### src/rtl/dmux_word_collector.sv
// Collects the serial bits leaving a 1:2 bit demux into per-channel words,
// buffers one completed word per channel and presents them on a valid/ready port.
module dmux_word_collector #(
    parameter int WORD_W = 8
) (
    input  logic              clk,
    input  logic              rst_n,
    input  logic              bit_vld,
    input  logic              s,
    input  logic              y0,
    input  logic              y1,
    output logic              out_valid,
    input  logic              out_ready,
    output logic              out_chan,
    output logic [WORD_W-1:0] out_data,
    output logic              overrun,
    output logic              ovr_chan
);

    localparam int CW = $clog2(WORD_W);
    localparam logic [CW-1:0] CNT_LAST = CW'(WORD_W - 1);

    function automatic logic [WORD_W-1:0] insert_bit(
        input logic [WORD_W-1:0] word,
        input logic [CW-1:0]     pos,
        input logic              b
    );
        logic [WORD_W-1:0] r;
        r      = word;
        r[pos] = b;
        return r;
    endfunction

    logic [WORD_W-1:0] shreg_r [2];
    logic [CW-1:0]     cnt_r   [2];
    logic [WORD_W-1:0] hold_r  [2];
    logic [1:0]        hold_vld_r;
    logic              rr_r;
    logic              out_valid_r;
    logic              out_chan_r;
    logic [WORD_W-1:0] out_data_r;
    logic              overrun_r;
    logic              ovr_chan_r;

    logic              bit_in_s;
    logic [WORD_W-1:0] cur_shreg_s;
    logic [CW-1:0]     cur_cnt_s;
    logic [CW-1:0]     next_cnt_s;
    logic [WORD_W-1:0] word_s;
    logic              complete_s;
    logic              can_load_s;
    logic              move_s;
    logic              move_ch_s;
    logic              hold_free_s;
    logic              store_s;
    logic              drop_s;
    logic [1:0]        move_vec_s;
    logic [1:0]        store_vec_s;

    // Capture path: select the active channel and build the word including this bit
    always_comb begin
        bit_in_s    = 1'b0;
        cur_shreg_s = '0;
        cur_cnt_s   = '0;
        if (s) begin
            bit_in_s    = y1;
            cur_shreg_s = shreg_r[1];
            cur_cnt_s   = cnt_r[1];
        end else begin
            bit_in_s    = y0;
            cur_shreg_s = shreg_r[0];
            cur_cnt_s   = cnt_r[0];
        end
        word_s     = insert_bit(cur_shreg_s, cur_cnt_s, bit_in_s);
        complete_s = bit_vld && (cur_cnt_s == CNT_LAST);
        if (complete_s) begin
            next_cnt_s = '0;
        end else begin
            next_cnt_s = cur_cnt_s + CW'(1);
        end
    end

    // Output-stage arbitration; rr points away from the most recently granted channel
    always_comb begin
        move_s     = 1'b0;
        move_ch_s  = 1'b0;
        can_load_s = !out_valid_r || out_ready;
        if (can_load_s && (hold_vld_r == 2'b11)) begin
            move_s    = 1'b1;
            move_ch_s = rr_r;
        end else if (can_load_s && hold_vld_r[0]) begin
            move_s    = 1'b1;
            move_ch_s = 1'b0;
        end else if (can_load_s && hold_vld_r[1]) begin
            move_s    = 1'b1;
            move_ch_s = 1'b1;
        end else begin
            move_s    = 1'b0;
            move_ch_s = 1'b0;
        end
    end

    // A completion may land in a hold that is being emptied on the same edge
    always_comb begin
        hold_free_s = !hold_vld_r[s] || (move_s && (move_ch_s == s));
        store_s     = complete_s && hold_free_s;
        drop_s      = complete_s && !hold_free_s;
        if (move_s) begin
            move_vec_s = move_ch_s ? 2'b10 : 2'b01;
        end else begin
            move_vec_s = 2'b00;
        end
        if (store_s) begin
            store_vec_s = s ? 2'b10 : 2'b01;
        end else begin
            store_vec_s = 2'b00;
        end
    end

    // Per-channel shift registers and bit counters
    always_ff @(posedge clk or negedge rst_n) begin
        if (!rst_n) begin
            for (int i = 0; i < 2; i++) begin
                shreg_r[i] <= '0;
                cnt_r[i]   <= '0;
            end
        end else if (bit_vld) begin
            shreg_r[s] <= word_s;
            cnt_r[s]   <= next_cnt_s;
        end
    end

    // Hold buffers: a store wins over a move of the same channel on one edge
    always_ff @(posedge clk or negedge rst_n) begin
        if (!rst_n) begin
            for (int i = 0; i < 2; i++) begin
                hold_r[i] <= '0;
            end
            hold_vld_r <= 2'b00;
        end else begin
            if (store_s) begin
                hold_r[s] <= word_s;
            end
            hold_vld_r <= (hold_vld_r & ~move_vec_s) | store_vec_s;
        end
    end

    // Output register, round-robin pointer and overrun reporting
    always_ff @(posedge clk or negedge rst_n) begin
        if (!rst_n) begin
            out_valid_r <= 1'b0;
            out_chan_r  <= 1'b0;
            out_data_r  <= '0;
            rr_r        <= 1'b0;
            overrun_r   <= 1'b0;
            ovr_chan_r  <= 1'b0;
        end else begin
            if (move_s) begin
                out_valid_r <= 1'b1;
                out_chan_r  <= move_ch_s;
                out_data_r  <= move_ch_s ? hold_r[1] : hold_r[0];
                rr_r        <= ~move_ch_s;
            end else if (out_ready) begin
                out_valid_r <= 1'b0;
            end
            overrun_r <= drop_s;
            if (drop_s) begin
                ovr_chan_r <= s;
            end
        end
    end

    assign out_valid = out_valid_r;
    assign out_chan  = out_chan_r;
    assign out_data  = out_data_r;
    assign overrun   = overrun_r;
    assign ovr_chan  = ovr_chan_r;

endmodule

### config.mk
export PLATFORM = sky130hd
export DESIGN_NAME = dmux_word_collector
export DESIGN_NICKNAME = d
export VERILOG_FILES = /design/src/rtl/dmux_word_collector.sv
export SDC_FILE = /design/constraint.sdc
export NUM_CORES = 1
export LEC_CHECK = 0
export BUFFER_PORTS_ARGS = -buffer_cell sky130_fd_sc_hd__buf_2
export CAP_MARGIN = 20
export CORE_AREA = 2 2 84 86
export CTS_CLUSTER_SIZE = 25
export DETAILED_ROUTE_END_ITERATION = 16
export DIE_AREA = 0 0 86 88
export HOLD_SLACK_MARGIN = 0.06
export MAX_ROUTING_LAYER = met4
export PLACE_DENSITY = 0.55
export REMOVE_ABC_BUFFERS = 1
export SETUP_SLACK_MARGIN = 0.3
export SLEW_MARGIN = 40
export SYNTH_ARGS = -nofsm -noshare
export SYNTH_HDL_FRONTEND = slang
export SYNTH_SLANG_ARGS = --single-unit
### constraint.sdc
create_clock -name clk -period 1.8 [get_ports clk]
set_input_delay 0 -clock clk [delete_from_list [all_inputs] [get_ports clk]]
set_output_delay 0 -clock clk [all_outputs]
set_load 0.005 [all_outputs]
== Word-level counts from Yosys, hierarchy flattened ==
Index checks and enable logic that the tools add are counted.
Word-level totals
  word-level logic and storage cells: 70
  memory bits (read-only): 0
  memories kept: 0
  latch bits: 0
  output and inout bits: 12
  bits of input ports: 7
  RAM bits: 0
  register bits: 53
Cells by class
  equality and inequality tests: 3
  bitwise operators: 5
  multipliers: 0
  magnitude comparators: 5
  reduce and logical (&&, ||, !) cells: 15
  div/mod/pow operators: 0
  shifts and indexed selects: 0
  multiplexer cells: 28
  $add $sub $neg: 1
Operator list (number)
  16-bit bitwise mux: 2
  8-bit two-way mux: 3
  1-bit two-way mux: 11
  1-bit logical AND: 9
  3-bit two-way mux: 3
  8-bit bitwise mux: 1
  8-bit demux with 1-bit select: 1
  2-bit two-way mux: 4
  6-bit bitwise mux: 1
  3-bit by 4-bit less-than comparator with 1-bit output, second input constant: 1
  3-bit by 1-bit adder with 3-bit output, second input constant: 1
  1-bit demux with 3-bit select: 1
  3-bit demux with 1-bit select: 1
  3-bit equality test, second input constant: 1
  3-bit by 1-bit >= comparator with 1-bit output, second input constant: 1
  1-bit logical NOT: 3
  2-bit bitwise AND: 1
  2-bit equality test, second input constant: 1
  2-bit >= comparator, second input constant: 1
  1-bit logical OR: 2
  1-bit by 2-bit less-than comparator with 1-bit output, second input constant: 1
  2-bit by 1-bit less-than comparator with 1-bit output, second input constant: 1
  1-bit inverter with 2-bit output: 1
  2-bit inverter: 1
  4 further kinds: 4

== Depth between registers and ports, before layout ==
Gate-level depths: netlist of the first run.
  depth after elaboration: 12
  mapped depth: 9

== Worst setup path before layout of the first run ==
OpenSTA, ideal clock, no wires.
  kind: register to register
  start: reg cnt_r[0] in the netlist's numbering
  end: reg hold_r[10] in the netlist's numbering
  arrival time: 1.791 ns
  setup slack: -0.116 ns
  required time: 1.675 ns
  stages on the path, launching flop included: 8
  path through: dfrtp_1 -> mux2_2 -> ha_1 -> ha_1 -> nand2_1 -> nor2_1 -> o21ai_4 -> mux2_2
On the way
  longest elaborated chain between the ends: 7
  elaborated cells on any way between the ends: 11
Ends and longest elaborated chain
  start, declared: RTL line 35  | logic [CW-1:0] cnt_r [2];
  start signal, assigned by index: RTL line 129  | cnt_r[s] <= next_cnt_s;
  3-bit two-way mux *: RTL line 65  | if (s) begin
  3-bit by 4-bit less-than comparator with 1-bit output (implied by the code) / 3-bit by 1-bit >= comparator with 1-bit output (equally long branches): RTL line 30  | r[pos] = b;
  1-bit logical AND (implied by the code): RTL line 30
  1-bit two-way mux (implied by the code): RTL line 30
  1-bit demux with 3-bit select: RTL line 30
  8-bit bitwise mux: RTL line 30
  16-bit bitwise mux: RTL line 142  | hold_r[s] <= word_s;
  end signal, assigned by index: RTL line 142
  end, declared: RTL line 36  | logic [WORD_W-1:0] hold_r [2];
Every way passes the cells marked *; elsewhere a longest branch is shown, timed or not.
A chain may end at the register's enable or synchronous reset.

== Worst setup path in the final report of the first run ==
  start: reg cnt_r[3] in the netlist's numbering
  end: reg hold_r[5] in the netlist's numbering
The elaborated chain is that of the path after synthesis.

==> run metrics, run 1 <==
number of cells on the worst hold path=4; Inserted Clock Buffers=5; final critical-path share of the clock period=a little over nine tenths; total via count in the routed design=1740; worst hold slack across all endpoints=a little over 0.1 ns; CTS H-Tree Depth=2; flip-flop and latch count after synthesis=53; count of endpoints failing setup in the final report=0; cell total after placement=310; total global routing overflow=0; final max-slew violation count=0; Setup Crit Path Kind=reg2reg; x dimension of the die=~86 µm; TritonCTS clock tree=built; clock insertion delay at the later pin of the skew report=0.31 ns; Total GRT Usage=between 10% and 20%; Finished Layout Cells=about 330; Overall Power=about 0.0046 W; area overhead of the layout relative to synthesis=31.7%; vertical die dimension=88 µm; initial antenna violation count=0; number of enable-type register cells in the synthesized netlist=0; Post-synth ARST share=100%; most instantiated flip-flop cell in the synthesis netlist=sky130_fd_sc_hd__dfrtp_1; cells after synthesis=between 200 and 250; Core Region=between 6000 and 7000 µm²; final worst path period need=approximately 1.8 ns; unrepaired setup endpoints after global routing=true; number of global-route vias before repair=about 1.7k; crit path cell chain=mux2_2 > ha_2 > ha_4 > buf_6 > and4_4 > mux2_4; number of diodes=0; routed length per placed instance=between 15 and 20 µm; CP max-delay cell=sky130_fd_sc_hd__dfrtp_1; total routed wirelength=between 5 and 6 mm; synth warn=0; post-route clock skew=between 0.009 and 0.01 ns; status=finished clean; post-synthesis area per instance=approximately 13 µm²; relative slew slack=~52%; detailed placement HPWL=3.40 mm; largest net degree at the start of global routing=54; detailed-router iteration count before antenna repair=4; Worst EP required=about 2 ns; max capacitance violation total=0; routability cong.=about 0.74; kind of launch point of the worst setup path=flop; number of sinks driven by the clock tree=53; clock-pin transition on the worst setup and hold timing paths=~0.1 ns; worst-path fanout max=5; largest stage delay on the critical path=~0.40 ns; Port Buffer Count=18; post-synth design cell area=around 2500 µm²; IR drop worst, VDD=0.000419 V; DR vias/cell=~5.3; worst slew pin tran=a little over 0.7 ns; DRC errors left=0; drt initial violations=around 110; global-route wire length before repair=just under 9 mm; pwr/cell area=1380 nW/µm²; fraction of layout cells with a size suffix above 1=slightly above 50%; Antenna Nets Post-Route=0; number of nets in the layout=258; setup slack, reg-to-reg=about 0.018 ns; r2r worst-path depth=6; Distinct cells, synth=36; buffers from clock root to sink, at most=2; Top-Level Pins=19; kind of path behind the tightest hold check=in2reg; Initial Utilization=a little under two fifths; Final Hold Fails=0; static leakage=1.63 nW; buffer cell driving the clock tree root=sky130_fd_sc_hd__clkbuf_8; part of the Yosys area used for sequential elements=a little over half; floorplan row count=30; arrival time of the worst setup path=about 2.0 ns; kind of capture point of the worst setup path=flop; Max Fclk=between 500 and 600 MHz; Die Area=around 7600 µm²
-- worst max-delay path: cells and delay by family (launching register included) --
family	cells	cell delay, ns
fa+ha+maj	2	0.37
buf+inv	1	0.12
flops	1	0.40
mux	2	0.57
simple gates	1	0.20
-- what timing repair did --
action,CTS,global route
endpoints found under the hold margin,55,0
setup endpoints to repair,39,49
resized for setup,46,35
cloned,2,0
pin swaps,9,5
hold buffers,2,0
setup buffers,4,4
-- report_power, final --
group / internal (W) / total, W / leakage [nW] / switching (W)
Sequential: 0.00160 / 0.00186 / 0.700 / 0.000257
Clock: 0.000412 / 0.000811 / 0.0546 / 0.000399
Combinational: 0.00105 / 0.00194 / 0.874 / 0.000891
Total: 0.00306 / 0.00461 / 1.63 / 0.00155
-- final cells by class --
| cell class | count | area (µm²) |
|---|---|---|
| clock buffers | 5 | 68.8 |
| inverters | 9 | 33.8 |
| flip-flops and latches | 53 | 1330 |
| multi-input cells | 135 | 1440 |
| fillers | 586 | 3300 |
| clock inverters | 2 | 38.8 |
| well taps | 80 | 100 |
| repair buffers | 45 | 333 |
-- synth_stat cells (2+ instances only) --
master | instances | area share [%]
sky130_fd_sc_hd__a21o_1 | 4 | 1.2
sky130_fd_sc_hd__a22oi_1 | 11 | 3.3
sky130_fd_sc_hd__a32oi_1 | 4 | 1.4
sky130_fd_sc_hd__and3_1 | 2 | 0.49
sky130_fd_sc_hd__buf_2 | 4 | 0.79
sky130_fd_sc_hd__buf_6 | 3 | 1.3
sky130_fd_sc_hd__dfrtp_1 | 53 | 52
sky130_fd_sc_hd__ha_1 | 2 | 0.99
sky130_fd_sc_hd__inv_1 | 9 | 1.3
sky130_fd_sc_hd__mux2_1 | 5 | 2.2
sky130_fd_sc_hd__mux2_2 | 21 | 9.3
sky130_fd_sc_hd__mux2_4 | 8 | 4.7
sky130_fd_sc_hd__mux2i_1 | 16 | 6.3
sky130_fd_sc_hd__nand2_1 | 12 | 1.8
sky130_fd_sc_hd__nand2b_1 | 2 | 0.49
sky130_fd_sc_hd__nor2_1 | 10 | 1.5
sky130_fd_sc_hd__nor2b_1 | 4 | 0.99
sky130_fd_sc_hd__nor3_1 | 2 | 0.39
sky130_fd_sc_hd__o21ai_0 | 14 | 2.8
-- layout by cell type, fill, tap and decap left out, types with 2 or more instances in the layout --
master / instances
sky130_fd_sc_hd__dfrtp_1: 52
sky130_fd_sc_hd__mux2_4: 29
sky130_fd_sc_hd__buf_2: 18
sky130_fd_sc_hd__buf_4: 18
sky130_fd_sc_hd__o21ai_0: 10
sky130_fd_sc_hd__mux2i_1: 10
sky130_fd_sc_hd__inv_1: 9
sky130_fd_sc_hd__nand2_1: 9
sky130_fd_sc_hd__a22oi_1: 7
sky130_fd_sc_hd__nor2_1: 6
sky130_fd_sc_hd__buf_6: 6
sky130_fd_sc_hd__mux2_2: 5
sky130_fd_sc_hd__clkbuf_8: 5
sky130_fd_sc_hd__nor2b_4: 4
sky130_fd_sc_hd__a21o_1: 4
sky130_fd_sc_hd__mux2i_2: 4
sky130_fd_sc_hd__a22oi_2: 4
sky130_fd_sc_hd__and4_4: 3
sky130_fd_sc_hd__mux2i_4: 3
sky130_fd_sc_hd__a32oi_2: 3
sky130_fd_sc_hd__nor2_4: 2
sky130_fd_sc_hd__o21ai_4: 2
sky130_fd_sc_hd__nand2b_1: 2
sky130_fd_sc_hd__nand2_2: 2
sky130_fd_sc_hd__o21ai_1: 2
sky130_fd_sc_hd__nor2_2: 2
sky130_fd_sc_hd__o21ai_2: 2
sky130_fd_sc_hd__dlygate4sd3_1: 2
-- final timing paths --
kind,end,startpoint
max reg2reg,hold_r[5]$_DFFE_PN0P_,cnt_r[3]$_DFFE_PN0P_
min reg2reg,out_chan$_DFFE_PN0P_,out_chan$_DFFE_PN0P_
max in group asynchronous,shreg_r[13]$_DFFE_PN0P_,rst_n
min in group asynchronous,rr_r$_DFFE_PN0P_,rst_n
max,hold_r[5]$_DFFE_PN0P_,cnt_r[3]$_DFFE_PN0P_
min,overrun$_DFF_PN0_,bit_vld
-- through the flow --
step	util [%]	setup WS, ns	TNS [ns]	cell area [µm²]
after CTS	47.7	0.0526	0	3170
after global routing	50.3	-0.0179	-0.0325	3340
final	50.3	0.0183	0	3340
after detailed placement	42.3	-0.0596	-0.808	2810
after global placement	42.3	-0.0390	-0.395	2810
after floorplan	-	-0.113	-0.906	2480
-- cells by family (layout without fill, tap and decap cells) --
logic type | Yosys count | in the layout | synth area share [%]
muxes | 51 | 51 | 23.5
and+or+nand+nor | 40 | 41 | 8.67
AOI/OAI and AO/OA | 40 | 41 | 11.0
DFF | 53 | 53 | 52.2
buffers and inverters | 17 | 61 | 3.60
adders and majority gates | 2 | 2 | 0.986
-- sequential cells by signal (all words and copies together), names as in the netlist --
| name | cells |
|---|---|
| out_data | 8 |
| rr_r | 1 |
| out_valid | 1 |
| shreg_r | 16 |
| cnt_r | 6 |
| ovr_chan | 1 |
| hold_vld_r | 2 |
| out_chan | 1 |
| hold_r | 16 |
| overrun | 1 |
-- metal layers --
| layer | up-vias | global-route usage, % | share of wire [%] |
|---|---|---|---|
| met5 | - | - | 0 |
| met4 | 0 | 5.92 | 1.8 |
| met3 | 9 | 3.11 | 1.9 |
| met2 | 17 | 25.3 | 51 |
| met1 | 888 | 19.9 | 46 |
| li1 | 826 | - | - |
Note: power is estimated with default switching activity, not from simulation.
==> run 2: changes to the inputs <==
ABC_AREA = 1   (was default)
CORE_AREA = 2 2 94 96   (was 2 2 84 86)
DIE_AREA = 0 0 96 98   (was 0 0 86 88)
PLACE_DENSITY = 0.45   (was 0.55)
==> run 2 against run 1 <==
Cell count grew 40%. Synthesized cell count grew 52%. Wire length shrank 0.30%. Critical path depth grew 4. Power shrank 13%. Clock-buffer cell count grew 1. Clock skew shrank 0.0045 ns. Clock power shrank 15%.
==> run metrics, run 2 <==
worst-path fanout max=9 (+4); number of sinks driven by the clock tree=53 (unchanged); post-synth design cell area=2470 µm² (-2.5%); largest net degree at the start of global routing=54 (unchanged); largest stage delay on the critical path=0.40 ns (about the same); Most Frequent Cell on Critical Path=sky130_fd_sc_hd__nand2_4; final worst path period need=1.49 ns (-0.289 ns); kind of launch point of the worst setup path=flop; setup slack of the critical path after layout=0.308 ns (+0.289 ns); Setup Crit Path Kind=reg2reg; mux cell area share after synthesis=0% (-23 points); kind of capture point of the worst setup path=flop; initial antenna violation count=0 (unchanged); flip-flop and latch count after synthesis=53 (unchanged); global-route wire length before repair=9.92 mm (+11%); total via count in the routed design=1972 (+13%); relative slew slack=53.3% (+1.7 points); unrepaired setup endpoints after global routing=true; Inserted Clock Buffers=5 (unchanged); worst slew pin tran=0.701 ns (-0.0248 ns); Max Fclk=670 MHz (+19%); most frequent cells in the layout=179 x sky130_fd_sc_hd__nand2_1, 53 x sky130_fd_sc_hd__dfrtp_1, 18 x sky130_fd_sc_hd__buf_2, 15 x sky130_fd_sc_hd__buf_4, 13 x sky130_fd_sc_hd__nand2_2; total global routing overflow=0 (unchanged); synth warn=0 (unchanged); setup slack, reg-to-reg=0.31 ns (+0.29 ns); area fraction in compound gates after synthesis=5.06% (-6.0 points); arrival time of the worst setup path=1.70 ns (-0.28 ns); post-synthesis area per instance=8.04 µm² (-36%); count of endpoints failing setup in the final report=0 (unchanged); part of the Yosys area used for sequential elements=53.6% (+1.3 points); DRC errors left=0 (unchanged); CTS H-Tree Depth=2 (unchanged); most numerous cell in the Yosys netlist=sky130_fd_sc_hd__nand2_1; crit path cell chain=nand2_4 > nand2_4 > ha_4 > ha_4 > nand2_4 > buf_6 > nor2_4 > inv_4 > nand2_1 > nand2_1; share of power burned in the clock network=17.2% (-0.4 points); number of global-route vias before repair=1995 (+14%); vertical die dimension=98 µm (+11%); number of nets in the layout=359 (+39%); floorplan row count=34 (+13%); Total GRT Usage=13.8% (-2.0 points); clock insertion delay at the later pin of the skew report=0.31 ns (about the same); Initial Utilization=29.2% (-9.0 points); CP max-delay cell=sky130_fd_sc_hd__dfrtp_1; status=finished clean; final max-slew violation count=0 (unchanged); switching share of power=39.1% (+5.5 points); combinational family with the most area after synthesis=simple AND/OR/NAND/NOR gates; Final Hold Fails=0 (unchanged); sequential group share of total power=45.1% (+4.8 points); design internal power=0.00244 W (-20%); area overhead of the layout relative to synthesis=21.9%; buffers from clock root to sink, at most=2 (unchanged); most common library cell in the layout ignoring fill and taps=sky130_fd_sc_hd__nand2_1; clock-pin transition on the worst setup and hold timing paths=0.10 ns (about the same); TritonCTS clock tree=built; DR vias/cell=4.30 (-19%); XOR/XNOR Fraction of Synth Area=0% (unchanged); total routed wirelength=5.68 mm (-0.30%); setup TNS=0 ns (unchanged); cell type with the largest total area after synthesis=sky130_fd_sc_hd__dfrtp_1; number of enable-type register cells in the synthesized netlist=0 (unchanged); IR drop worst, VDD=0.000453 V (+8.1%); number of cells on the worst hold path=3 (-1); Die Area=9410 µm² (+24%); routability cong.=0.726 (-1.6%); Crit path depth=10 (+4); number of diodes=0 (unchanged); Post-synth ARST share=100% (unchanged); detailed-router iteration count before antenna repair=4 (unchanged); cell types occupying the most area after synthesis=sky130_fd_sc_hd__dfrtp_1 54%, sky130_fd_sc_hd__nand2_1 29%, sky130_fd_sc_hd__nand3_1 2.2%, sky130_fd_sc_hd__nand2_4 1.8%, sky130_fd_sc_hd__inv_1 1.5%; post-synth top area share=53.6% (+1.3 points); Core Region=8470 µm² (+27%); post-route cell area=3020 µm² (-9.8%); list of most frequent post-synthesis cells=189 x sky130_fd_sc_hd__nand2_1, 53 x sky130_fd_sc_hd__dfrtp_1, 11 x sky130_fd_sc_hd__nand3_1; static leakage=1.67 nW (+2.8%); max capacitance violation total=0 (unchanged); final critical-path share of the clock period=82.9% (-16 points); x dimension of the die=96 µm (+12%); routed length per placed instance=12.4 µm (-29%); Top-Level Pins=19 (unchanged); combinational power share=37.7% (-4.3 points); drt initial violations=54 (-53%); Distinct cells, synth=25 (-31%); most instantiated flip-flop cell in the synthesis netlist=sky130_fd_sc_hd__dfrtp_1; Worst EP required=2.01 ns (about the same); detailed placement HPWL=3.83 mm (+13%); fraction of layout cells with a size suffix above 1=22.8% (-29 points); worst setup slack before clock tree synthesis=0.0451 ns (+0.105 ns); area share of and/or/nand/nor cells after synthesis=36.3% (+28 points); synthesized-area fraction occupied by adder cells=1.01% (+0.025 points); Port Buffer Count=18 (unchanged); pwr/cell area=1330 nW/µm² (-3.6%); Antenna Nets Post-Route=0 (unchanged); crit-path leading delay family=simple AND/OR/NAND/NOR gates; kind of path behind the tightest hold check=in2reg; buffer cell driving the clock tree root=sky130_fd_sc_hd__clkbuf_8; net switching power=0.00157 W (+1.2%); Buf+Inv Stages, Crit Path=2 (+1); Placed Area=2720 µm² (-3.4%); r2r worst-path depth=10 (+4); post-route clock skew=0.00523 ns (-0.00448 ns); cells after synthesis=308 (+52%)
==> run 2: changes by cell type after synthesis, sizes merged, moves of 3 or more <==
cell / before / now
nand2: 12 / 197
mux2: 34 / 0
mux2i: 17 / 0
nand3: 1 / 13
a22oi: 11 / 4
nor2b: 6 / 0
nor2: 10 / 5
a21o: 4 / 0
a32oi: 4 / 0
inv: 9 / 13
o21ai: 15 / 11
nand2b: 3 / 0
==> run 2: per-stage QoR <==
step | cells | hold slack (ns) | utilization [%] | power [W]
2_1_floorplan | 303 | -0.296 | - | 0.00275
3_3_place_gp | 436 | 0.192 | 32.1 | 0.00317
3_5_place_dp | 436 | 0.183 | 32.1 | 0.00318
4_1_cts | 454 | 0.0652 | 34.9 | 0.00396
5_1_grt | 459 | 0.103 | 35.6 | 0.00440
6_report | 459 | 0.0745 | 35.6 | 0.00401
==> run 2: kinds of logic (layout without fill, tap and decap cells) <==
logic type | count (synthesis) | count (layout)
simple gates | 216 | 216
compound gates | 17 | 17
fa+ha+maj | 2 | 2
buf+inv | 20 | 63
flops | 53 | 53
==> run 2: power by group through the flow <==
stage          registers, W  clock network (W)  logic (W)
2_1_floorplan       0.00180                  0   0.000955
3_3_place_gp        0.00182                  0    0.00136
3_5_place_dp        0.00182                  0    0.00135
4_1_cts             0.00180           0.000713    0.00144
5_1_grt             0.00186           0.000764    0.00178
6_report            0.00181           0.000688    0.00151
==> run 2: area by class of cell <==
type / instances / area, µm²
Fill cell: 913 / 5450
Sequential cell: 53 / 1330
Multi-Input combinational cell: 235 / 1120
Timing Repair Buffer: 40 / 279
Tap cell: 108 / 135
Clock buffer: 6 / 72.6
Inverter: 15 / 68.8
Clock inverter: 2 / 15.0
==> run 2: metal layers <==
layer	vias to the layer above	global-route usage [%]	routed length [µm]
li1	1037	-	-
met1	900	19.7	2910
met2	25	20.4	2580
met3	10	2.62	133
met4	0	3.30	55
met5	-	-	0
==> run 2: worst reg2reg max path: cells and delay by family, from the launching register on <==
kind | cells | cell delay, ns
adder cells (fa/ha/maj) | 2 | 0.26
AND/OR/NAND/NOR | 6 | 0.51
flip-flops | 1 | 0.40
buffers and inverters | 2 | 0.21
==> run 2: worst paths after layout <==
check                                          end                  from
hold / removal                ovr_chan$_DFFE_PN0P_                     s
max in group asynchronous  shreg_r[11]$_DFFE_PN0P_                 rst_n
setup reg to reg             hold_r[3]$_DFFE_PN0P_  cnt_r[4]$_DFFE_PN0P_
setup / recovery             hold_r[3]$_DFFE_PN0P_  cnt_r[4]$_DFFE_PN0P_
min in group asynchronous   shreg_r[0]$_DFFE_PN0P_                 rst_n
hold reg to reg               out_chan$_DFFE_PN0P_  out_chan$_DFFE_PN0P_
==> run 2: repair_timing <==
action | 4_1_cts | 5_1_grt
hold endpoints to repair | 54 | 0
gates resized for setup | 17 | 8
setup buffers | 8 | 4
hold buffers | 2 | 0
cloned | 0 | 1
pin swaps | 6 | 2
endpoints found under the setup margin | 20 | 23
